`config.mk`:
```
export PLATFORM = sky130hd
export DESIGN_NAME = io_in_fifo
export DESIGN_NICKNAME = d
export VERILOG_FILES = /design/src/rtl/io_in_fifo.sv
export SDC_FILE = /design/constraint.sdc
export NUM_CORES = 1
export LEC_CHECK = 0
export ABC_AREA = 1
export BUFFER_PORTS_ARGS = -buffer_cell sky130_fd_sc_hd__buf_4
export CORE_MARGIN = 5
export CORE_UTILIZATION = 33
export DETAILED_ROUTE_END_ITERATION = 6
export SETUP_SLACK_MARGIN = 0.5
export SYNTH_ARGS = -nofsm -noshare
export SYNTH_HDL_FRONTEND = slang
export SYNTH_SLANG_ARGS = --single-unit
```
`constraint.sdc`:
```
create_clock -name CLK -period 4.8 [get_ports CLK]
set_input_delay 0.48 -clock CLK [delete_from_list [all_inputs] [get_ports CLK]]
set_output_delay 0.48 -clock CLK [all_outputs]
set_load 0.05 [all_outputs]
```
`src/rtl/io_in_fifo.sv`:
```
// Show-ahead input FIFO between an external input device and the datapath select stage.
// Optional dropped-write counter compiled in with IO_IN_FIFO_OVF_COUNT_EN.
module io_in_fifo #(
  parameter int unsigned DEPTH = 4,
  parameter int unsigned WIDTH = 16
) (
  input  logic             CLK,
  input  logic             Reset,
  input  logic [WIDTH-1:0] DIn,
  input  logic             DInValid,
  output logic             DInReady,
  input  logic             RdEn,
  output logic [WIDTH-1:0] DOut,
  output logic             Empty,
  output logic             Full,
  output logic [3:0]       Count,
  output logic [7:0]       OvfCnt
);

  localparam int unsigned AW = (DEPTH > 1) ? $clog2(DEPTH) : 1;

  logic [WIDTH-1:0] mem [DEPTH];
  logic [AW-1:0]    wr_ptr;
  logic [AW-1:0]    rd_ptr;
  logic [3:0]       count;
  logic             empty;
  logic             full;
  logic             wr_acc;
  logic             rd_acc;
  logic             drop;

  // Flags come only from the registered count, so no input reaches an output.
  always_comb begin
    empty  = (count == 4'd0);
    full   = (count == 4'(DEPTH));
    wr_acc = DInValid && !full;
    rd_acc = RdEn && !empty;
    drop   = DInValid && full;
  end

  always_ff @(posedge CLK) begin
    if (wr_acc && !Reset) begin
      mem[wr_ptr] <= DIn;
    end
  end

  always_ff @(posedge CLK) begin
    if (Reset) begin
      wr_ptr <= '0;
      rd_ptr <= '0;
      count  <= '0;
    end else begin
      if (wr_acc) begin
        wr_ptr <= wr_ptr + AW'(1);
      end
      if (rd_acc) begin
        rd_ptr <= rd_ptr + AW'(1);
      end
      case ({wr_acc, rd_acc})
        2'b10:   count <= count + 4'd1;
        2'b01:   count <= count - 4'd1;
        default: count <= count;
      endcase
    end
  end

`ifdef IO_IN_FIFO_OVF_COUNT_EN
  logic [7:0] ovf_cnt;

  always_ff @(posedge CLK) begin
    if (Reset) begin
      ovf_cnt <= '0;
    end else if (drop && (ovf_cnt != 8'hFF)) begin
      ovf_cnt <= ovf_cnt + 8'd1;
    end
  end

  assign OvfCnt = ovf_cnt;
`else
  logic unused_drop;
  assign unused_drop = drop;
  assign OvfCnt      = '0;
`endif

  assign DOut     = empty ? '0 : mem[rd_ptr];
  assign Empty    = empty;
  assign Full     = full;
  assign DInReady = !full;
  assign Count    = count;

endmodule

```
# Word level (Yosys, flattened, before mapping)
# Memories as Yosys holds them, arrays and structs flattened. A register that Yosys moved wholly into a read port is not among the register bits.
# Index checks and enable logic that the tools add are counted.
# totals
ram_bits	64
mem_count	1
register_bits	8
inputBits	20
# memory_table
memory	words	width	rd	rd_clocked_by_memory_dff	wr	line_no	rtl
mem	4	16	1	1	1	22	logic [WIDTH-1:0] mem [DEPTH];
# classes
n_eq_ne	3
addsub	4
reduce_logical	8
mux	6
# ops
cell	n
16-bit two-way mux	1
4-bit one-hot mux with 2 select lines	1
2-bit by 1-bit adder with 2-bit output (second input constant)	2
4-bit by 1-bit adder with 4-bit output (second input constant)	1
4-bit by 3-bit == test with 1-bit output (second input constant)	1
4-bit zero test	1
2-bit two-way mux	2
4-bit by 1-bit subtractor with 4-bit output (second input constant)	1
1-bit logical AND	3
1-bit zero test	3
2-bit by 1-bit == test with 1-bit output (second input constant)	1
2-bit == test (second input constant)	1
1-bit two-way mux	2
2-bit nonzero test	1

# Logic depth before layout (Yosys ltp)
# Gate-level depths: netlist of the first run.
# logic_depth
ltp_word	6
depth_mapped	13
mapped_depth_nobuf	13

# Worst setup path before layout of the first run
# No wires, ideal clock.
# synth_path
path_type	reg-to-reg
start	register count[1] (netlist: Count[1])
end	memory mem[0][0], enable pin
path_stages_with_launch	7
setup_ns	0.389
arrival_ns	2.017
path_slack_ns	2.395
required_time_ns	4.411
cell_sequence	dfxtp_1 -> nor2_2 -> nand3_2 -> nand2_2 -> inv_2 -> nand2_2 -> nor2_1
# synth_via
elab_chain_cells	6
# synth_lines
element	line_no	rtl
start: declaration	25	logic [3:0] count;
start signal: assignment	60	2'b10: count <= count + 4'd1;
start signal: assignment	61	2'b01: count <= count - 4'd1;
start signal: assignment	62	default: count <= count;
4-bit by 3-bit == test with 1-bit output	35	full = (count == 4'(DEPTH));
1-bit zero test	-	
via DInReady	11	output logic DInReady,
1-bit logical AND	36	wr_acc = DInValid && !full;
1-bit logical AND	42	if (wr_acc && !Reset) begin
1-bit two-way mux	42	
1-bit two-way mux (implied by the code)	43	mem[wr_ptr] <= DIn;
end: declaration	22	
# The timed path passes the listed nets, and every way through them passes these cells.

==> results_tabular.tex, run 1 <==
\begin{tabular}{lr}
\hline
Metric & Value \\
\hline
\multicolumn{2}{l}{\textbf{Clocking}} \\
\quad Clock slew at reported path FFs & 0.08 ns \\
\quad Number of hold buffers added after cts & 0 \\
\quad Number of buffers between clock root and the deepest sink & 2 \\
\quad Post-CTS setup buffers & 0 \\
\quad Clock tree from TritonCTS & yes \\
\quad Clock buffer count from CTS & 9 \\
\quad Clock sink total & 74 \\
\quad Resized Gates After CTS & 0 \\
\quad Total number of H-tree levels & 3 \\
\quad Clock Latency Late Sink & 0.35 ns \\
\quad Buffer type at the clock tree root & clkbuf\_8 \\
\multicolumn{2}{l}{\textbf{Floorplanning}} \\
\quad Initial Utilization & 0.333 \\
\quad Area of the core region & 0.00959 sq mm \\
\quad Die area & 0.0117 sq mm \\
\quad Io pins & 51 \\
\quad Width of the die & 108 um \\
\quad Number of rows in the core area & 36 \\
\quad Die span in y & 108 um \\
\multicolumn{2}{l}{\textbf{Worst setup path}} \\
\quad Startpoint kind of the worst setup timing path & register \\
\quad Flop-to-flop setup slack & 2.78 ns \\
\quad Worst Setup Path Type & reg -> out \\
\quad Type of destination of the critical path & output pin \\
\quad Largest fanout on the critical path & 33 \\
\quad CP arrival & 2.50 ns \\
\quad Required time at the endpoint of the critical path & 4.32 ns \\
\quad Number of cells on the worst reg-to-reg path & 11 \\
\quad Reg-to-Reg End & Count[3] \\
\quad Critical path endpoint & DOut[10] \\
\quad Origin of the critical flop-to-flop path & Count[1] \\
\multicolumn{2}{l}{\textbf{STA}} \\
\quad Final Hold Fails & 0 \\
\quad Slew @ Worst Pin & 1.10 ns \\
\quad Setup-failing EPs final & 0 \\
\quad Clock skew & 0.00822 ns \\
\quad Max Fclk & 335 MHz \\
\quad Final critical path time including I/O delays and setup & 2.98 ns \\
\quad Post-route clock period utilization & 0.622 \\
\quad Hold slack final & 0.336 ns \\
\quad Setup total negative slack & 0 ns \\
\quad Unrepaired setup endpoints after global routing & false \\
\quad Remaining max-slew budget at the tightest pin & 0.267 \\
\quad Pins over their slew limit & 0 \\
\multicolumn{2}{l}{\textbf{Pwr}} \\
\quad Comb pwr share & 0.474 \\
\quad Cell-internal power & 0.00133 W \\
\quad Fraction of power consumed by the clock network & 0.190 \\
\quad Total leakage power & 1.45 nW \\
\quad Sequential share of power & 0.335 \\
\quad Total design power & 0.00248 W \\
\quad Sw power & 0.00115 W \\
\quad Areal power density over the cells & 660 mW/mm\^{}2 \\
\quad Switching power as a share of total power & 0.462 \\
\quad Maximum vdd drop & 0.000297 V \\
\multicolumn{2}{l}{\textbf{Detailed routing}} \\
\quad Wire length per cell & 13.4 um \\
\quad Starting DRC count in detailed routing & 108 \\
\quad Number of nets with antenna violations after detailed routing & 0 \\
\quad DR DRC count & 0 \\
\quad Count of TritonRoute iterations in the first routing pass & 4 \\
\quad Routed via count divided by cell count & 4.32 \\
\quad Count of vias placed by the detailed router & 2005 \\
\quad Total wire length & 6230 um \\
\multicolumn{2}{l}{\textbf{Place}} \\
\quad Placer congestion estimate & 0.719 \\
\quad Detailed Place HPWL & 4000 um \\
\quad Number of buffer cells added on primary ports & 42 \\
\quad Placed inst area & 0.00356 sq mm \\
\multicolumn{2}{l}{\textbf{Global routing}} \\
\quad Antenna violations before repair & 0 \\
\quad Vias in the first global route & 2026 \\
\quad Global-route wire length before repair & 10000 um \\
\quad Maximum number of pins on one net before global-route repair & 34 \\
\quad Remaining global-route overflow & 0 \\
\quad GRT Util Overall & 0.114 \\
\multicolumn{2}{l}{\textbf{Hold path}} \\
\quad Min-Delay Path Class & in -> reg \\
\quad Worst min-delay path startpoint & DIn[8] \\
\multicolumn{2}{l}{\textbf{Layout}} \\
\quad Fraction of layout cells with a size suffix above 1 & 0.227 \\
\quad Relative area change from synthesis to final layout & 17.6\% \\
\quad Share of the core filled with cells in the final layout & 0.392 \\
\quad Net count, final & 354 \\
\quad Count of antenna diodes in the layout & 0 \\
\quad Post-route cell area & 0.00376 sq mm \\
\multicolumn{2}{l}{\textbf{Synthesis}} \\
\quad Synth unique cells & 25 \\
\quad Combined area of all synthesized cells & 0.00319 sq mm \\
\quad Average footprint of a synthesized cell & 11.4 sq um \\
\quad Synthesis warning total & 0 \\
\quad Number of instances in the synthesized netlist & 281 \\
\quad Proportion of synthesized chip area in sequential cells & 0.664 \\
\quad Register bit count reported by yosys & 74 \\
\multicolumn{2}{l}{\textbf{Job}} \\
\quad Number of violations of the max-capacitance limit & 0 \\
\multicolumn{2}{l}{\textbf{Run status}} \\
\quad Run status & complete, no violations \\
\hline
\end{tabular}
## state kept, by name (all words and copies together) (netlist names), named ones only
register	count
mem	64
Count	4
rd_ptr	2
wr_ptr	2
## metal layers
| metal | wire length (um) | up-vias | track usage |
|---|---|---|---|
| met5 | 0 | - | 0 |
| met4 | 99 | 0 | 0.0487 |
| met3 | 407 | 9 | 0.0436 |
| met2 | 3060 | 44 | 0.187 |
| met1 | 2670 | 923 | 0.134 |
| li1 | - | 1029 | - |
## metrics by stage
| stage | setup WS, ns | std cells |
|---|---|---|
| 6_report | 1.82 | 464 |
| 5_1_grt | 1.46 | 464 |
| 4_1_cts | 1.72 | 464 |
| 3_5_place_dp | 2.10 | 448 |
| 3_3_place_gp | 2.18 | 448 |
| 2_1_floorplan | 2.39 | 288 |
## kinds of logic after synthesis
family | share of synthesized area
compound gates | 0.0921
xor+xnor | 0.00548
fa+ha+maj | 0.0337
buf+inv | 0.0799
flops | 0.664
other cells | 0.00117
simple gates | 0.123
## cells in the final DEF, fill, tap and decap left out, drive strengths merged
| cell | instances |
|---|---|
| buf | 46 |
| conb | 8 |
| xnor2 | 1 |
| inv | 22 |
| fa | 1 |
| xor2 | 1 |
| bufinv | 1 |
| nor2 | 77 |
| clkinvlp | 2 |
| a21oi | 21 |
| dfxtp | 10 |
| o21ai | 37 |
| clkinv | 3 |
| clkbuf | 10 |
| ha | 7 |
| nand2 | 13 |
| nand3 | 6 |
| or2 | 1 |
| edfxtp | 64 |
## Yosys cell counts
master | number | area (sq um)
inv_4 | 1 | 6.26
nand2_2 | 2 | 12.5
buf_8 | 1 | 15.0
nand3_1 | 4 | 20.0
nand3_2 | 2 | 20.0
ha_1 | 7 | 87.6
buf_6 | 6 | 67.6
nor2_1 | 75 | 282
xnor2_1 | 1 | 8.76
a21oi_1 | 20 | 100
inv_2 | 5 | 18.8
edfxtp_1 | 64 | 1920
a21oi_2 | 1 | 8.76
o21ai_0 | 19 | 95.1
nor2_2 | 2 | 12.5
conb_1 | 1 | 3.75
o21ai_1 | 18 | 90.1
buf_4 | 11 | 82.6
buf_2 | 1 | 5.00
or2_2 | 1 | 6.26
dfxtp_1 | 10 | 200
inv_1 | 16 | 60.1
nand2_1 | 11 | 41.3
xor2_1 | 1 | 8.76
fa_1 | 1 | 20.0
## power groups by stage
stage | Sequential [W] | Combinational [W] | Clock, W
after global routing | 0.000845 | 0.00127 | 0.000509
after CTS | 0.000834 | 0.00120 | 0.000484
after detailed placement | 0.000848 | 0.00119 | 0
after global placement | 0.000845 | 0.00119 | 0
after floorplan | 0.000862 | 0.000886 | 0
final | 0.000831 | 0.00118 | 0.000471
## worst min path at each step
stage,slack (ns),cells after the start,endpoint
after global placement,0.48,2,rd_ptr[1]
final,0.34,1,mem[1][8]
after floorplan,0.46,2,register
after CTS,0.32,2,register
after global routing,0.31,1,mem[1][4]
after detailed placement,0.49,2,register
## layout make-up
| type | count | area [sq um] |
|---|---|---|
| Timing Repair Buffer | 46 | 345 |
| Sequential cell | 74 | 2120 |
| Tap cell | 133 | 166 |
| Multi-Input combinational cell | 173 | 843 |
| Fill cell | 907 | 5840 |
| Clock buffer | 10 | 128 |
| Clock inverter | 6 | 67.6 |
| Inverter | 22 | 85.1 |
## critical path, cell delays in order (launching register included)
cell and delay (ns):
dfxtp_1 1.05, inv_2 0.50, o21ai_0 0.29, a21oi_1 0.10, buf_4 0.21
Power figures use the tool's default switching activity.
==> run 2, diff against run 1 <==
- ABC_AREA: 1 -> 0
- clock period: 4.8 -> 2.5 ns (I/O delays scaled with it)
==> results_tabular.tex, run 2 <==
\begin{tabular}{lr}
\hline
Metric & Value \\
\hline
\multicolumn{2}{l}{\textbf{Run status}} \\
\quad Run status & complete, no violations \\
\multicolumn{2}{l}{\textbf{Synthesis}} \\
\quad Post-synth top area cell & edfxtp\_1 \\
\quad Proportion of synthesized chip area in sequential cells & 0.697 \\
\quad Average footprint of a synthesized cell & 17.8 sq um \\
\quad Synth top area cells & edfxtp\_1, mux4\_2, dfxtp\_1, nor2b\_1, ha\_1 \\
\quad Ys async rst share & 0 \\
\quad Most common cell in the synthesized netlist & edfxtp\_1 \\
\quad Most numerous cell types in the synthesized netlist & edfxtp\_1, nor2b\_1, mux4\_2 \\
\quad Share of the synthesized area in the top cell type & 0.631 \\
\quad Top flip-flop cell by instance count after synthesis & edfxtp\_1 \\
\quad Combined area of all synthesized cells & 0.00305 sq mm \\
\quad Number of synthesized flops with an enable pin & 64 \\
\quad Number of instances in the synthesized netlist & 171 \\
\quad Synth unique cells & 26 \\
\quad Register bit count reported by yosys & 74 \\
\quad Synthesis warning total & 0 \\
\multicolumn{2}{l}{\textbf{STA}} \\
\quad Final critical path time including I/O delays and setup & 2.25 ns \\
\quad Worst Setup Slack, final & 0.250 ns \\
\quad Pins over their slew limit & 0 \\
\quad Hold slack final & 0.0995 ns \\
\quad Final Hold Fails & 0 \\
\quad Max Fclk & 444 MHz \\
\quad Clock skew & 0.0123 ns \\
\quad Setup total negative slack & 0 ns \\
\quad Setup-failing EPs final & 0 \\
\quad Post-route clock period utilization & 0.900 \\
\quad Unrepaired setup endpoints after global routing & true \\
\multicolumn{2}{l}{\textbf{Pwr}} \\
\quad Maximum vdd drop & 0.000525 V \\
\quad Sw power & 0.00186 W \\
\quad Cell-internal power & 0.00287 W \\
\quad Switching power as a share of total power & 0.393 \\
\quad Fraction of power consumed by the clock network & 0.219 \\
\quad Total leakage power & 1.42 nW \\
\quad Comb pwr share & 0.454 \\
\quad Sequential share of power & 0.327 \\
\quad Areal power density over the cells & 1190 mW/mm\^{}2 \\
\multicolumn{2}{l}{\textbf{Layout}} \\
\quad Relative area change from synthesis to final layout & 30.9\% \\
\quad Most flops, register & mem \\
\quad Most frequent cells in the layout & edfxtp\_1, buf\_4, mux4\_2, nor2b\_1, nor2\_1 \\
\quad Count of antenna diodes in the layout & 0 \\
\quad Fraction of layout cells with a size suffix above 1 & 0.477 \\
\quad Most common library cell in the layout ignoring fill and taps & edfxtp\_1 \\
\quad Flip-flop count of the largest register after layout & 64 \\
\quad Net count, final & 260 \\
\quad Finished Layout Cells & 348 \\
\multicolumn{2}{l}{\textbf{Detailed routing}} \\
\quad Number of nets with antenna violations after detailed routing & 0 \\
\quad Starting DRC count in detailed routing & 45 \\
\quad Wire length per cell & 15.8 um \\
\quad Count of vias placed by the detailed router & 1575 \\
\quad DR DRC count & 0 \\
\quad Count of TritonRoute iterations in the first routing pass & 4 \\
\quad Routed via count divided by cell count & 4.53 \\
\quad Total wire length & 5510 um \\
\multicolumn{2}{l}{\textbf{Clocking}} \\
\quad Number of hold buffers added after cts & 0 \\
\quad Clock tree from TritonCTS & yes \\
\quad Total number of H-tree levels & 3 \\
\quad Clock Latency Late Sink & 0.34 ns \\
\quad Buffer type at the clock tree root & clkbuf\_8 \\
\quad Number of buffers between clock root and the deepest sink & 2 \\
\quad Clock buffer count from CTS & 9 \\
\quad Clock slew at reported path FFs & 0.09 ns \\
\quad Clock sink total & 74 \\
\multicolumn{2}{l}{\textbf{Worst setup path}} \\
\quad Startpoint kind of the worst setup timing path & register \\
\quad Worst Setup Path Type & reg -> reg \\
\quad Count of buffer and inverter cells on the critical path & 0 \\
\quad Number of cells on the worst reg-to-reg path & 8 \\
\quad Crit path cell chain & or4b\_4 > nand2\_4 > ha\_4 > ha\_4 > a21oi\_4 > and3\_4 > or4\_4 > a21oi\_2 \\
\quad Most Frequent Cell on Critical Path & ha\_4 \\
\quad Flop-to-flop setup slack & 0.25 ns \\
\quad Origin of the critical flop-to-flop path & Count[3] \\
\quad Slowest stage cell, crit path & or4b\_4 \\
\quad Largest fanout on the critical path & 5 \\
\quad Max stage delay on crit path & 0.57 ns \\
\quad CP arrival & 2.53 ns \\
\quad Type of destination of the critical path & register \\
\quad Reg-to-Reg End & Count[3] \\
\quad Required time at the endpoint of the critical path & 2.78 ns \\
\quad Delay-heaviest family, CP & simple AND/OR/NAND/NOR gates \\
\multicolumn{2}{l}{\textbf{Global routing}} \\
\quad Vias in the first global route & 1679 \\
\quad Global routing met3 resource utilization & 0.0370 \\
\quad Remaining global-route overflow & 0 \\
\quad Met1 global-route usage & 0.122 \\
\quad Most used routing layer & met2 \\
\quad GR Layer Usage met2 & 0.184 \\
\quad Global-route wire length before repair & 8980 um \\
\quad Maximum number of pins on one net before global-route repair & 19 \\
\quad GRT Util Overall & 0.108 \\
\quad Antenna violations before repair & 0 \\
\multicolumn{2}{l}{\textbf{Floorplanning}} \\
\quad Initial Utilization & 0.334 \\
\quad Io pins & 51 \\
\quad Area of the core region & 0.00911 sq mm \\
\quad Width of the die & 106 um \\
\quad Number of rows in the core area & 35 \\
\quad Die span in y & 106 um \\
\quad Die area & 0.0112 sq mm \\
\multicolumn{2}{l}{\textbf{Place}} \\
\quad Pre-CTS WS & 0.240 ns \\
\quad Detailed Place HPWL & 3520 um \\
\quad Inst Count DP & 325 \\
\quad Number of buffer cells added on primary ports & 42 \\
\quad Placer congestion estimate & 0.758 \\
\multicolumn{2}{l}{\textbf{Job}} \\
\quad Number of violations of the max-capacitance limit & 0 \\
\multicolumn{2}{l}{\textbf{Hold path}} \\
\quad Hold path cells & 1 \\
\quad Worst min-delay path startpoint & DIn[1] \\
\quad Terminating pin of the worst hold path & mem[0][1] \\
\quad Min-Delay Path Class & in -> reg \\
\hline
\end{tabular}
==> run 2: cell count changes in the layout (fill, tap and decap cells not counted), moves of 10 or more <==
cell     before  now
mux4_2        0   16
a21oi_1      20    4
nand2_1      11    1
o21ai_1      18    0
nor2b_1       0   12
inv_1        16    5
o21ai_0      19    0
nor2_1       75   10
==> run 2: cells by family after synthesis <==
kind of cell / share of synthesized area
adders and majority gates: 0.0353
and+or+nand+nor: 0.0838
DFF: 0.697
AOI/OAI and AO/OA: 0.0123
buffers and inverters: 0.0378
muxes: 0.118
xor gates and xnor gates: 0.0144
other: 0.00123
==> run 2: worst max path at each step <==
stage	end	cells past startpoint	slack [ns]	start
after CTS	Count[3]	8	0.26	Count[0]
after global routing	Count[3]	8	0.18	Count[3]
after global placement	Count[3]	8	0.27	Count[3]
final	Count[3]	8	0.25	Count[3]
after floorplan	Count[3]	8	0.12	Count[3]
after detailed placement	Count[3]	8	0.24	Count[3]
==> run 2: through the flow <==
step           total power (W)  utilization  cell area (sq um)
6_report               0.00473        0.438               3990
5_1_grt                0.00498        0.438               3990
4_1_cts                0.00467        0.427               3890
3_5_place_dp           0.00351        0.392               3570
3_3_place_gp           0.00350        0.392               3570
2_1_floorplan          0.00297            -               3120
==> run 2: power groups by stage <==
stage	registers, W	logic [W]	clock network (W)
finish	0.00155	0.00215	0.00104
global route	0.00156	0.00229	0.00113
CTS	0.00155	0.00205	0.00107
detailed placement	0.00157	0.00194	0
global placement	0.00156	0.00194	0
floorplan	0.00163	0.00133	0
==> run 2: timing repair <==
item	4_1_cts	5_1_grt
gates resized for setup	8	24
cloned	1	0
endpoints found under the hold margin	0	0
setup endpoints to repair	14	25
pin swaps	4	7
setup buffers	5	1
==> run 2: area by class of cell <==
cell class | count | area (sq um)
fill | 816 | 5120
multi-input combinational | 84 | 936
timing repair buffer | 57 | 524
inverter | 6 | 22.5
clock inverter | 7 | 101
clock buffer | 9 | 124
tap | 111 | 139
sequential | 74 | 2140
==> run 2: per-layer routing <==
metal	vias up	wire length (um)
met5	-	0
met4	0	110
met3	9	288
met2	36	2820
met1	781	2290
li1	749	-
